File: src/rtl/matmul_seq_ctrl.sv
`default_nettype none
// ============================================================================
//  Module      : matmul_seq_ctrl
//  Description : Time-multiplexed signed matrix multiplier S = A(4x4) x B(4x2)
//                using one multiplier and one accumulator. Operands arrive on
//                a valid/ready input stream (A row-major, then B row-major);
//                the 8 results leave on a valid/ready output stream.
//  Revision    : 1.0 - initial release
// ============================================================================
module matmul_seq_ctrl #(
    parameter int DW   = 5,
    parameter int RW   = 12,
    parameter int ROWS = 4,
    parameter int KDIM = 4,
    parameter int COLS = 2
) (
    input  logic          clk,
    input  logic          rst,
    input  logic          in_valid,
    output logic          in_ready,
    input  logic [DW-1:0] in_data,
    output logic          out_valid,
    input  logic          out_ready,
    output logic [RW-1:0] out_data,
    output logic [2:0]    out_idx,
    output logic          out_last,
    output logic          busy
);

    localparam int c_NA  = ROWS * KDIM;
    localparam int c_NB  = KDIM * COLS;
    localparam int c_AW  = (c_NA > 1) ? $clog2(c_NA) : 1;
    localparam int c_BW  = (c_NB > 1) ? $clog2(c_NB) : 1;
    localparam int c_LW  = (c_AW > c_BW) ? c_AW : c_BW;
    localparam int c_RBW = (ROWS > 1) ? $clog2(ROWS) : 1;
    localparam int c_KBW = (KDIM > 1) ? $clog2(KDIM) : 1;
    localparam int c_CBW = (COLS > 1) ? $clog2(COLS) : 1;

    localparam logic [1:0] c_LOAD_A  = 2'd0;
    localparam logic [1:0] c_LOAD_B  = 2'd1;
    localparam logic [1:0] c_COMPUTE = 2'd2;
    localparam logic [1:0] c_OUTPUT  = 2'd3;

    logic [1:0]          r_state;
    logic [1:0]          w_next_state;
    logic [c_LW-1:0]     r_ld_cnt;
    logic [c_RBW-1:0]    r_row;
    logic [c_CBW-1:0]    r_col;
    logic [c_KBW-1:0]    r_k;
    logic [RW-1:0]       r_acc;
    logic [DW-1:0]       r_a_mem [c_NA];
    logic [DW-1:0]       r_b_mem [c_NB];

    logic                w_in_xfer;
    logic                w_out_xfer;
    logic                w_ld_a_done;
    logic                w_ld_b_done;
    logic                w_k_last;
    logic                w_col_last;
    logic                w_row_last;
    logic [c_AW-1:0]     w_a_idx;
    logic [c_BW-1:0]     w_b_idx;
    logic [2:0]          w_out_idx;
    logic [DW-1:0]       w_a_op;
    logic [DW-1:0]       w_b_op;
    logic [2*DW-1:0]     w_a_ext;
    logic [2*DW-1:0]     w_b_ext;
    logic [2*DW-1:0]     w_prod;
    logic [RW-1:0]       w_prod_ext;
    logic [RW-1:0]       w_acc_sum;

    assign w_in_xfer   = in_valid && in_ready;
    assign w_out_xfer  = out_valid && out_ready;
    assign w_ld_a_done = (r_ld_cnt == c_LW'(c_NA - 1));
    assign w_ld_b_done = (r_ld_cnt == c_LW'(c_NB - 1));
    assign w_k_last    = (r_k == c_KBW'(KDIM - 1));
    assign w_col_last  = (r_col == c_CBW'(COLS - 1));
    assign w_row_last  = (r_row == c_RBW'(ROWS - 1));

    // Operand addressing: A[r][k] and B[k][c], both stored row-major
    assign w_a_idx   = c_AW'(int'(r_row) * KDIM + int'(r_k));
    assign w_b_idx   = c_BW'(int'(r_k) * COLS + int'(r_col));
    assign w_out_idx = 3'(int'(r_row) * COLS + int'(r_col));

    // Shared MAC: operands widened to 2*DW so the low half of the product is
    // the exact signed result, then sign-extended into the accumulator width
    assign w_a_op     = r_a_mem[w_a_idx];
    assign w_b_op     = r_b_mem[w_b_idx];
    assign w_a_ext    = {{DW{w_a_op[DW-1]}}, w_a_op};
    assign w_b_ext    = {{DW{w_b_op[DW-1]}}, w_b_op};
    assign w_prod     = w_a_ext * w_b_ext;
    assign w_prod_ext = {{(RW - 2*DW){w_prod[2*DW-1]}}, w_prod};
    assign w_acc_sum  = r_acc + w_prod_ext;

    // State register
    always_ff @(posedge clk) begin
        if (rst) begin
            r_state <= c_LOAD_A;
        end else begin
            r_state <= w_next_state;
        end
    end

    // Next-state decode
    always_comb begin
        w_next_state = r_state;
        case (r_state)
            c_LOAD_A:  if (w_in_xfer && w_ld_a_done) w_next_state = c_LOAD_B;
            c_LOAD_B:  if (w_in_xfer && w_ld_b_done) w_next_state = c_COMPUTE;
            c_COMPUTE: if (w_k_last) w_next_state = c_OUTPUT;
            c_OUTPUT:  if (w_out_xfer) w_next_state = out_last ? c_LOAD_A : c_COMPUTE;
            default:   w_next_state = c_LOAD_A;
        endcase
    end

    // State-decoded handshake and status outputs
    always_comb begin
        in_ready = 1'b0;
        busy     = 1'b0;
        case (r_state)
            c_LOAD_A, c_LOAD_B:  in_ready = 1'b1;
            c_COMPUTE, c_OUTPUT: busy     = 1'b1;
            default: begin
                in_ready = 1'b0;
                busy     = 1'b0;
            end
        endcase
    end

    // Operand store: not reset, always fully rewritten by a frame before use
    always_ff @(posedge clk) begin
        if (!rst && w_in_xfer) begin
            if (r_state == c_LOAD_A) begin
                r_a_mem[c_AW'(r_ld_cnt)] <= in_data;
            end else begin
                r_b_mem[c_BW'(r_ld_cnt)] <= in_data;
            end
        end
    end

    // Counters, accumulator and registered result channel
    always_ff @(posedge clk) begin
        if (rst) begin
            r_ld_cnt  <= '0;
            r_row     <= '0;
            r_col     <= '0;
            r_k       <= '0;
            r_acc     <= '0;
            out_valid <= 1'b0;
            out_data  <= '0;
            out_idx   <= '0;
            out_last  <= 1'b0;
        end else begin
            case (r_state)
                c_LOAD_A: begin
                    if (w_in_xfer) r_ld_cnt <= w_ld_a_done ? '0 : r_ld_cnt + 1'b1;
                end
                c_LOAD_B: begin
                    if (w_in_xfer) begin
                        if (w_ld_b_done) begin
                            r_ld_cnt <= '0;
                            r_row    <= '0;
                            r_col    <= '0;
                            r_k      <= '0;
                            r_acc    <= '0;
                        end else begin
                            r_ld_cnt <= r_ld_cnt + 1'b1;
                        end
                    end
                end
                c_COMPUTE: begin
                    r_acc <= w_acc_sum;
                    r_k   <= w_k_last ? '0 : r_k + 1'b1;
                    if (w_k_last) begin
                        out_valid <= 1'b1;
                        out_data  <= w_acc_sum;
                        out_idx   <= w_out_idx;
                        out_last  <= w_row_last && w_col_last;
                    end
                end
                c_OUTPUT: begin
                    // Row/column wrap to zero after the final result
                    if (w_out_xfer) begin
                        out_valid <= 1'b0;
                        r_acc     <= '0;
                        r_k       <= '0;
                        if (w_col_last) begin
                            r_col <= '0;
                            r_row <= w_row_last ? '0 : r_row + 1'b1;
                        end else begin
                            r_col <= r_col + 1'b1;
                        end
                    end
                end
                default: r_ld_cnt <= '0;
            endcase
        end
    end

endmodule
`default_nettype wire
File: config.mk
export PLATFORM = sky130hd
export DESIGN_NAME = matmul_seq_ctrl
export DESIGN_NICKNAME = d
export VERILOG_FILES = /design/src/rtl/matmul_seq_ctrl.sv
export SDC_FILE = /design/constraint.sdc
export NUM_CORES = 1
export LEC_CHECK = 0
export CAP_MARGIN = 20
export CORE_MARGIN = 4
export CORE_UTILIZATION = 46
export CTS_CLUSTER_SIZE = 20
export DETAILED_ROUTE_END_ITERATION = 7
export HOLD_SLACK_MARGIN = 0.1
export PLACE_DENSITY = 0.71
export SYNTH_ARGS = -nofsm -noshare
export SYNTH_HDL_FRONTEND = slang
export SYNTH_SLANG_ARGS = --single-unit
File: constraint.sdc
create_clock -name clk -period 8.41 [get_ports clk]
set_input_delay 2.1025 -clock clk [delete_from_list [all_inputs] [get_ports clk]]
set_output_delay 2.1025 -clock clk [all_outputs]
set_load 0.01 [all_outputs]
# Word level (Yosys, flattened, before mapping)
# Memory sizes are Yosys's and may differ from the RTL's.
# Cells that the tools add are included.
[op_classes] n_bitwise=0 shift=0 muxes=40 div=0 mul=1 reduce_logical=21 add_sub_neg=8 eq_ne=15 magnitude_cmp=0
[op_table] op="12-bit 2-to-1 mux" n=3
[op_table] op="12-bit one-hot mux with 3 select lines" n=1
[op_table] op="2-bit 2-to-1 mux" n=12
[op_table] op="4-bit 2-to-1 mux" n=4
[op_table] op="2-bit inequality test (second input constant)" n=8
[op_table] op="1-bit 2-to-1 mux" n=14
[op_table] op="12-bit adder" n=1
[op_table] op="4-bit AND reduction" n=3
[op_table] op="5-bit by 5-bit multiplier with 10-bit output" n=1
[op_table] op="2-bit equality test (second input constant)" n=4
[op_table] op="2-bit one-hot mux with 4 select lines" n=1
[op_table] op="4-bit one-hot mux with 2 select lines" n=1
[op_table] op="3-bit by 1-bit adder with 3-bit output" n=2
[op_table] op="1-bit logical AND" n=6
[op_table] op="2-bit one-hot mux with 3 select lines" n=1
[op_table] op="3-bit AND reduction" n=2
[op_table] op="2-bit nonzero test" n=3
[op_table] op="5-bit AND reduction" n=1
[op_table] op="2-bit by 1-bit adder with 2-bit output (second input constant)" n=2
[op_table] op="4-bit by 1-bit adder with 4-bit output (second input constant)" n=1
[op_table] op="4-bit by 2-bit adder with 4-bit output" n=1
[op_table] op="4-bit by 3-bit equality test with 1-bit output (second input constant)" n=1
[op_table] op="4-bit equality test (second input constant)" n=1
[op_table] op="1-bit one-hot mux with 2 select lines" n=2
[op_table] op="other kinds (8)" n=9
[totals] mem_count=2 latch_bits=0 inputBits=9 rom_bits=0 output_inout_bits=19 elab_cells=97 ramBits=120 ff_bits=40
[memory_table] memory="r_a_mem" words=16 width=5 rd=1 rd_clocked_by_memory_dff=0 wr=1 line="51" source="logic [DW-1:0] r_a_mem [c_NA];"
[memory_table] memory="r_b_mem" words=8 width=5 rd=1 rd_clocked_by_memory_dff=0 wr=1 line="52" source="logic [DW-1:0] r_b_mem [c_NB];"

# Longest topological paths before layout
# Gate-level depths: netlist (run 1).
[depth] word_depth=7 depth_mapped=24 mapped_depth_nobuf=21

# Worst setup path after synthesis (run 1)
# Ideal clock, no wire load.
[synth_path] kind="reg-to-reg" start="register r_k[0]" end="register r_acc[11]" slack_ns=2.601 path_stages_with_launch=22 arrival_ns=5.744 required_time_ns=8.346 period_less_slack_ns=5.809 path_buffers=2 setup_time_ns=0.064 path_cell_list="dfxtp_1 > buf_6 > buf_8 > mux4_2 > mux4_2 > or2_1 > fa_1 > fa_1 > fa_1 > inv_1 > fa_1 > a211oi_1 > o21bai_1 > a21oi_1 > xnor2_1 > inv_1 > ha_1 > nor3_1 > nor2_1 > nand4_1 > mux2_2 > nand4_1"
[synth_via] elab_chain_cells=5 word_cells_on_any_way=7 cone_classes="add/sub (3); mul (1); mux (1); memory (2)"
[synth_lines] element="start: declaration" line="49" source="logic [c_KBW-1:0] r_k;"
[synth_lines] element="start signal: assignment" line="173" source="r_k <= w_k_last ? '0 : r_k + 1'b1;"
[synth_lines] element="4-bit by 2-bit adder with 4-bit output / 3-bit by 1-bit adder with 3-bit output (equally long branches)" line="81, 82"
[synth_lines] element="memory read 16 x 5 bit / memory read 8 x 5 bit (equally long branches)"
[synth_lines] element="5-bit by 5-bit multiplier with 10-bit output (*)" line="91" source="assign w_prod = w_a_ext * w_b_ext;"
[synth_lines] element="12-bit adder (*)" line="93" source="assign w_acc_sum = r_acc + w_prod_ext;"
[synth_lines] element="12-bit one-hot mux with 3 select lines (*)" line="154" source="case (r_state)"
[synth_lines] element="end signal: assignment" line="172" source="r_acc <= w_acc_sum;"
[synth_lines] element="end: declaration" line="50" source="logic [RW-1:0] r_acc;"
# Every way passes the cells marked *; elsewhere a longest branch is shown, timed or not.
# A chain may end at the register's enable or synchronous reset.

# Worst setup path after layout (run 1)
[layout_path] start="register r_k[0]" end="register out_data[11]"
[layout_via] elab_chain_cells=4 word_cells_on_any_way=8 cone_classes="add/sub (3); mul (1); eq/ne (1); reduce/logical (1); memory (2)"
[layout_lines] element="4-bit by 2-bit adder with 4-bit output / 3-bit by 1-bit adder with 3-bit output (equally long branches)" line="81, 82"
[layout_lines] element="memory read 16 x 5 bit / memory read 8 x 5 bit (equally long branches)"
[layout_lines] element="5-bit by 5-bit multiplier with 10-bit output" line="91"
[layout_lines] element="12-bit adder" line="93"
[layout_lines] element="end signal: assignment" line="176" source="out_data <= w_acc_sum;"
[layout_lines] element="end: declaration" line="24" source="output logic [RW-1:0] out_data,"
# Several ways; a longest one is shown, not always the timed one.

==> impl_metrics.py, run 1 <==
metrics = {
    "grt": {
        "grt_pass1_vias": 4683,
        "grt_max_degree": 45,
        "grtUsageTotal_pct": 17.0,
        "grt_overflow": 0,
        "antenna_found_initial": 0,
        "grt_pass1_wl_um": 25600,
    },
    "worst_hold_path": {
        "min_path_type": "flip-flop to flip-flop",
        "min_from": "out_idx[1]$_SDFFE_PP0P_",
    },
    "logic_synthesis": {
        "synth_xor_xnor_area_share_pct": 2.45,
        "ys_seq_elements": 160,
        "synth_top_family_by_area": "multiplexers",
        "ys_types": 52,
        "synth_area_mm2": 0.00787,
        "avgSynthCellArea_um2": 13.5,
        "synth_enable_flop_cells": 120,
        "synth_compound_area_share_pct": 6.16,
        "synth_mux_area_share_pct": 11.6,
        "netlist_instances": 581,
        "async_reset_ff_share_pct": 0,
        "synth-seq-area-share_pct": 56.0,
        "synthSimpleGateAreaFrac_pct": 10.1,
        "yosys.area_share.adder_pct": 9.83,
        "ys.flop_type": "edfxtp_1",
        "syn-num-nets": 641,
        "yosysWarnings": 0,
    },
    "cells_and_area": {
        "drive_above_1_share_pct": 11.7,
        "antenna_cells": 0,
        "synthToLayoutAreaGrowth_pct": 13.1,
        "num-nets-final": 665,
        "layout_common_cells": "edfxtp_1, nor2_1, nand2_1",
        "final_common_cell": "edfxtp_1",
    },
    "run": {
        "drv_cap": 0,
    },
    "power_and_ir_drop": {
        "p_per_area_mw_per_mm2": 199,
        "ir_drop_mv": 0.283,
        "leakagePower_nw": 3.03,
    },
    "worst_setup_path": {
        "arrival_ns": 7.25,
        "reg2reg_from": "r_k[0]$_SDFFE_PP0P_",
        "crit_type": "flip-flop to flip-flop",
        "cp_num_buf_inv": 3,
        "cp.required_ns": 8.77,
        "cp-startpoint": "r_k[0]$_SDFFE_PP0P_",
        "slowest_delay_ns": 1.00,
        "crit_path_frequent_cell": "fa_1",
        "cp_cell_sequence": "buf_4, mux4_2, mux2i_1, or2_1, fa_1, fa_1, fa_1, inv_1, fa_1, a211oi_1, o21bai_1, a21oi_1, xnor2_1, inv_1, ha_1, nor2_1, nor2_1, nand4_1, mux2_2, nand4_1",
        "start_kind": "flip-flop",
        "crit_slowest_cell": "dfxtp_1",
        "worstPathMaxFanout": 17,
        "endpoint_kind": "flip-flop",
        "critPathTopFamily": "adder cells",
    },
    "routing": {
        "drtIter0Drc": 366,
        "wl_per_cell_um": 18.9,
        "vias": 4630,
        "vias_per_cell": 5.53,
        "routed_wl_um": 15800,
        "route.detailed.drc": 0,
        "ant_nets": 0,
        "drt-pass1-iter-count": 5,
    },
    "placed_design": {
        "hpwl_um": 11000,
        "io_buffers": 27,
        "gp_congestion": 0.810,
    },
    "floorplanning": {
        "die-area_mm2": 0.0193,
        "coreArea_mm2": 0.0166,
        "rows": 47,
        "boundaryPins": 28,
        "die_h_um": 139,
        "start_util_pct": 47.3,
        "die_w_um": 139,
    },
    "timing": {
        "fin_skew_ns": 0.0107,
        "max_freq_ghz": 0.145,
        "setup_viol": 0,
        "rsz0062_at_grt": "no",
        "maxSlewViolCount": 0,
        "max-slew-margin-rel_pct": 31.9,
        "min_period_ns": 6.89,
        "whs_ns": 0.456,
        "worst_slew_pin_slew_ns": 1.02,
        "period_share_pct": 81.9,
        "finalSetupTns_ns": 0,
        "hold_viol_final": 0,
    },
    "clock_network": {
        "clk_latency_ns": 0.43,
        "post_cts_buffers": 0,
        "cts_hold_buf": 0,
        "htree_levels": 4,
        "ctsLongestPathBuffers": 2,
        "cts_tree": "done",
        "cts_buffers": 17,
        "cts_resized": 0,
        "cts.clk_slew.worst_paths_ns": 0.07,
        "clockRootBuffer": "clkbuf_16",
        "clkSinkCount": 160,
    },
    "run_status": {
        "status": "finished clean",
    },
}
==> cells in the mapped netlist (6+ instances only) <==
master,number,share of area [%]
nand3_1,13,0.83
nand4_1,9,0.72
nand2_1,42,2.0
o21ai_0,6,0.38
nand2b_1,7,0.56
xor2_1,8,0.89
xnor2_1,14,1.6
inv_1,35,1.7
mux4_2,27,7.7
mux4_1,8,2.7
a21oi_1,26,1.7
a22oi_1,11,1.0
ha_1,33,5.2
edfxtp_1,120,46
nor2_1,50,2.4
clkbuf_1,13,0.62
fa_1,18,4.6
dfxtp_1,40,10
nor2b_1,19,1.5
nor3_1,14,0.89
==> kinds of logic (layout without fill, tap and decap cells) <==
family / after synthesis / after routing
mux: 44 / 44
compound gates: 74 / 74
xor+xnor: 22 / 22
fa+ha+maj: 51 / 51
buf+inv: 63 / 100
flops: 160 / 160
simple gates: 167 / 167
==> registers in the layout, indices dropped and copies added, names as in the netlist, 2 cells and up <==
signal and flops:
r_a_mem 80, r_b_mem 40, out_data 12, r_acc 12, r_ld_cnt 4, out_idx 3, r_k 2, r_row 2
r_state 2
==> path summary, 6_finish.rpt <==
kind	cells after the start	slack, ns	end
worst max-delay path	20	1.52	out_data[11]$_SDFFE_PP0P_
worst min-delay path	2	0.46	out_idx[1]$_SDFFE_PP0P_
worst max register to register	20	1.52	out_data[11]$_SDFFE_PP0P_
worst min register to register	2	0.46	out_idx[1]$_SDFFE_PP0P_
==> worst register-to-register path, cell delays in order (launching register included) <==
cell and delay [ns]:
dfxtp_1 1.00, buf_4 0.40, mux4_2 0.35, mux2i_1 0.60, or2_1 0.23, fa_1 0.42
fa_1 0.52, fa_1 0.54, inv_1 0.07, fa_1 0.48, a211oi_1 0.23, o21bai_1 0.10
a21oi_1 0.17, xnor2_1 0.31, inv_1 0.14, ha_1 0.39, nor2_1 0.07, nor2_1 0.28
nand4_1 0.15, mux2_2 0.31, nand4_1 0.08
==> metrics by stage <==
step	cells	power [mW]	cell area [um2]	utilization (%)	setup slack, ns
floorplan	581	0.978	7870	-	2.60
global placement	806	1.02	8290	49.8	1.73
detailed placement	806	1.02	8290	49.8	1.57
CTS	838	1.78	8890	53.4	1.48
global route	838	1.84	8890	53.4	1.09
finish	838	1.77	8890	53.4	1.52
==> report_power, final <==
group          internal (mW)  leakage [nW]  switching [mW]
sequential             0.851          1.40         0.00276
combinational         0.0584          1.34          0.0926
clock                  0.403         0.289           0.365
==> layout make-up <==
type                       count  area (um2)
timing repair buffer          32         308
clock buffer                  17         425
sequential                   160        4400
fill                        1320        7750
clock inverter                15         181
inverter                      36         135
tap                          220         275
multi-input combinational    358        3160
==> layer usage <==
layer  vias up  GRT usage [%]  wire [um]
met4         0           3.66        147
li1       2201              -          -
met3        15           4.14        550
met2        79           28.2       7990
met1      2335           23.0       7120
met5         -              0          0
Note: power is estimated with default switching activity, not from simulation.
==> inputs of run 2 (changes only) <==
Clock period 8.41 ns to 6.8 ns, I/O delays scaled along.
==> impl_metrics.py, run 2 (synthesis results as in run 1) <==
metrics = {
    "clock_network": {
        "cts_tree": "done",
        "cts_buffers": 17,
        "htree_levels": 4,
        "ctsLongestPathBuffers": 2,
        "clkSinkCount": 160,
        "clk_latency_ns": 0.42,
        "cts_hold_buf": 0,
        "cts.clk_slew.worst_paths_ns": 0.07,
        "clockRootBuffer": "clkbuf_16",
    },
    "grt": {
        "grt_pass1_vias": 4866,
        "grtUsageTotal_pct": 17.1,
        "grt_max_degree": 45,
        "antenna_found_initial": 0,
        "grt_pass1_wl_um": 26200,
        "grt_overflow": 0,
    },
    "run_status": {
        "status": "finished clean",
    },
    "routing": {
        "vias_per_cell": 5.59,
        "drtIter0Drc": 352,
        "ant_nets": 0,
        "route.detailed.drc": 0,
        "drt-pass1-iter-count": 5,
        "routed_wl_um": 15800,
        "wl_per_cell_um": 18.7,
        "vias": 4709,
    },
    "placed_design": {
        "io_buffers": 27,
        "gp_congestion": 0.822,
        "dpl_cell_area_mm2": 0.00834,
        "dp_cells": 811,
        "hpwl_um": 11100,
        "post-place-ws_ns": 0.415,
    },
    "worst_setup_path": {
        "cp.required_ns": 7.16,
        "start_kind": "flip-flop",
        "crit_type": "flip-flop to flip-flop",
        "endpoint_kind": "flip-flop",
        "cp.depth": 20,
        "slowest_delay_ns": 0.56,
        "worstPathMaxFanout": 33,
        "crit_slowest_cell": "mux4_2",
        "reg2reg_depth": 20,
        "arrival_ns": 6.81,
        "cp_num_buf_inv": 3,
        "crit_path_frequent_cell": "fa_1",
        "cp_cell_sequence": "buf_12, mux4_2, mux4_2, or2_1, fa_1, fa_1, fa_1, inv_1, fa_1, a211oi_1, o21bai_1, a21oi_1, xnor2_1, inv_1, ha_1, nor2_1, nor2_1, nand4_1, mux2_2, nand4_1",
        "critPathTopFamily": "adder cells",
    },
    "timing": {
        "setup_viol": 0,
        "maxSlewViolCount": 0,
        "fin_ws_ns": 0.356,
        "worst_slew_pin_slew_ns": 0.903,
        "fin_skew_ns": 0.0134,
        "max-slew-margin-rel_pct": 39.6,
        "min_period_ns": 6.44,
        "max_freq_ghz": 0.155,
        "rsz0062_at_grt": "no",
        "whs_ns": 0.456,
        "period_share_pct": 94.8,
        "hold_viol_final": 0,
        "finalSetupTns_ns": 0,
    },
    "worst_hold_path": {
        "whs_path_depth": 2,
        "min_path_type": "flip-flop to flip-flop",
    },
    "cells_and_area": {
        "final_common_cell": "edfxtp_1",
        "final_cells": 843,
        "drive_above_1_share_pct": 12.4,
        "postLayoutCoreUtil_pct": 53.6,
        "stdcell_area_mm2": 0.00892,
        "synthToLayoutAreaGrowth_pct": 13.4,
        "layout_common_cells": "edfxtp_1, nor2_1, nand2_1",
        "reg_top3": "r_a_mem: 80 flops, r_b_mem: 40 flops",
        "largest_register_ffs": 80,
        "num-nets-final": 670,
        "regMostFlops": "r_a_mem",
        "antenna_cells": 0,
    },
    "floorplanning": {
        "coreArea_mm2": 0.0166,
        "die_h_um": 139,
        "die_w_um": 139,
        "rows": 47,
        "die-area_mm2": 0.0193,
        "start_util_pct": 47.3,
        "boundaryPins": 28,
    },
    "power_and_ir_drop": {
        "p_per_area_mw_per_mm2": 244,
        "leakagePower_nw": 3.05,
        "ir_drop_mv": 0.201,
        "power_mw": 2.18,
    },
    "run": {
        "drv_cap": 0,
    },
}
## run 2: final timing paths
path / to / slack (ns) / from
worst min register to register: out_data[5]$_SDFFE_PP0P_ / 0.46 / out_data[5]$_SDFFE_PP0P_
worst max register to register: out_data[11]$_SDFFE_PP0P_ / 0.36 / r_k[0]$_SDFFE_PP0P_
worst max-delay path: out_data[11]$_SDFFE_PP0P_ / 0.36 / r_k[0]$_SDFFE_PP0P_
worst min-delay path: out_data[5]$_SDFFE_PP0P_ / 0.46 / out_data[5]$_SDFFE_PP0P_
## run 2: routing by layer
metal	GRT usage, %	vias to the layer above	wire length (um)
li1	-	2212	-
met1	23.0	2347	6950
met2	28.7	127	8000
met5	0	-	0
met4	5.41	0	276
met3	3.10	23	566
## run 2: worst register-to-register path: stages, from the launching register on
cell	delay, ns
dfxtp_1	0.36
buf_12	0.24
mux4_2	0.58
mux4_2	0.54
or2_1	0.25
fa_1	0.52
fa_1	0.52
fa_1	0.54
inv_1	0.07
fa_1	0.49
a211oi_1	0.27
o21bai_1	0.11
a21oi_1	0.18
xnor2_1	0.32
inv_1	0.16
ha_1	0.39
nor2_1	0.07
nor2_1	0.26
nand4_1	0.14
mux2_2	0.31
nand4_1	0.07
## run 2: final cells by class
class,instances,area (um2)
clock inverters,15,153
inverters,36,135
multi-input cells,358,3160
fillers,1331,7720
well taps,220,275
clock buffers,17,425
flip-flops and latches,160,4410
repair buffers,37,358
## run 2: report_power, final
group,switching (mW),internal [mW],leakage (nW)
Clock,0.419,0.516,0.275
Combinational,0.114,0.0726,1.37
Sequential,0.00326,1.05,1.40
Total,0.536,1.64,3.05
## run 2: timing repair
action,in CTS,in global routing
setup buffers,0,0
gates resized for setup,0,2
setup endpoints to repair,0,2
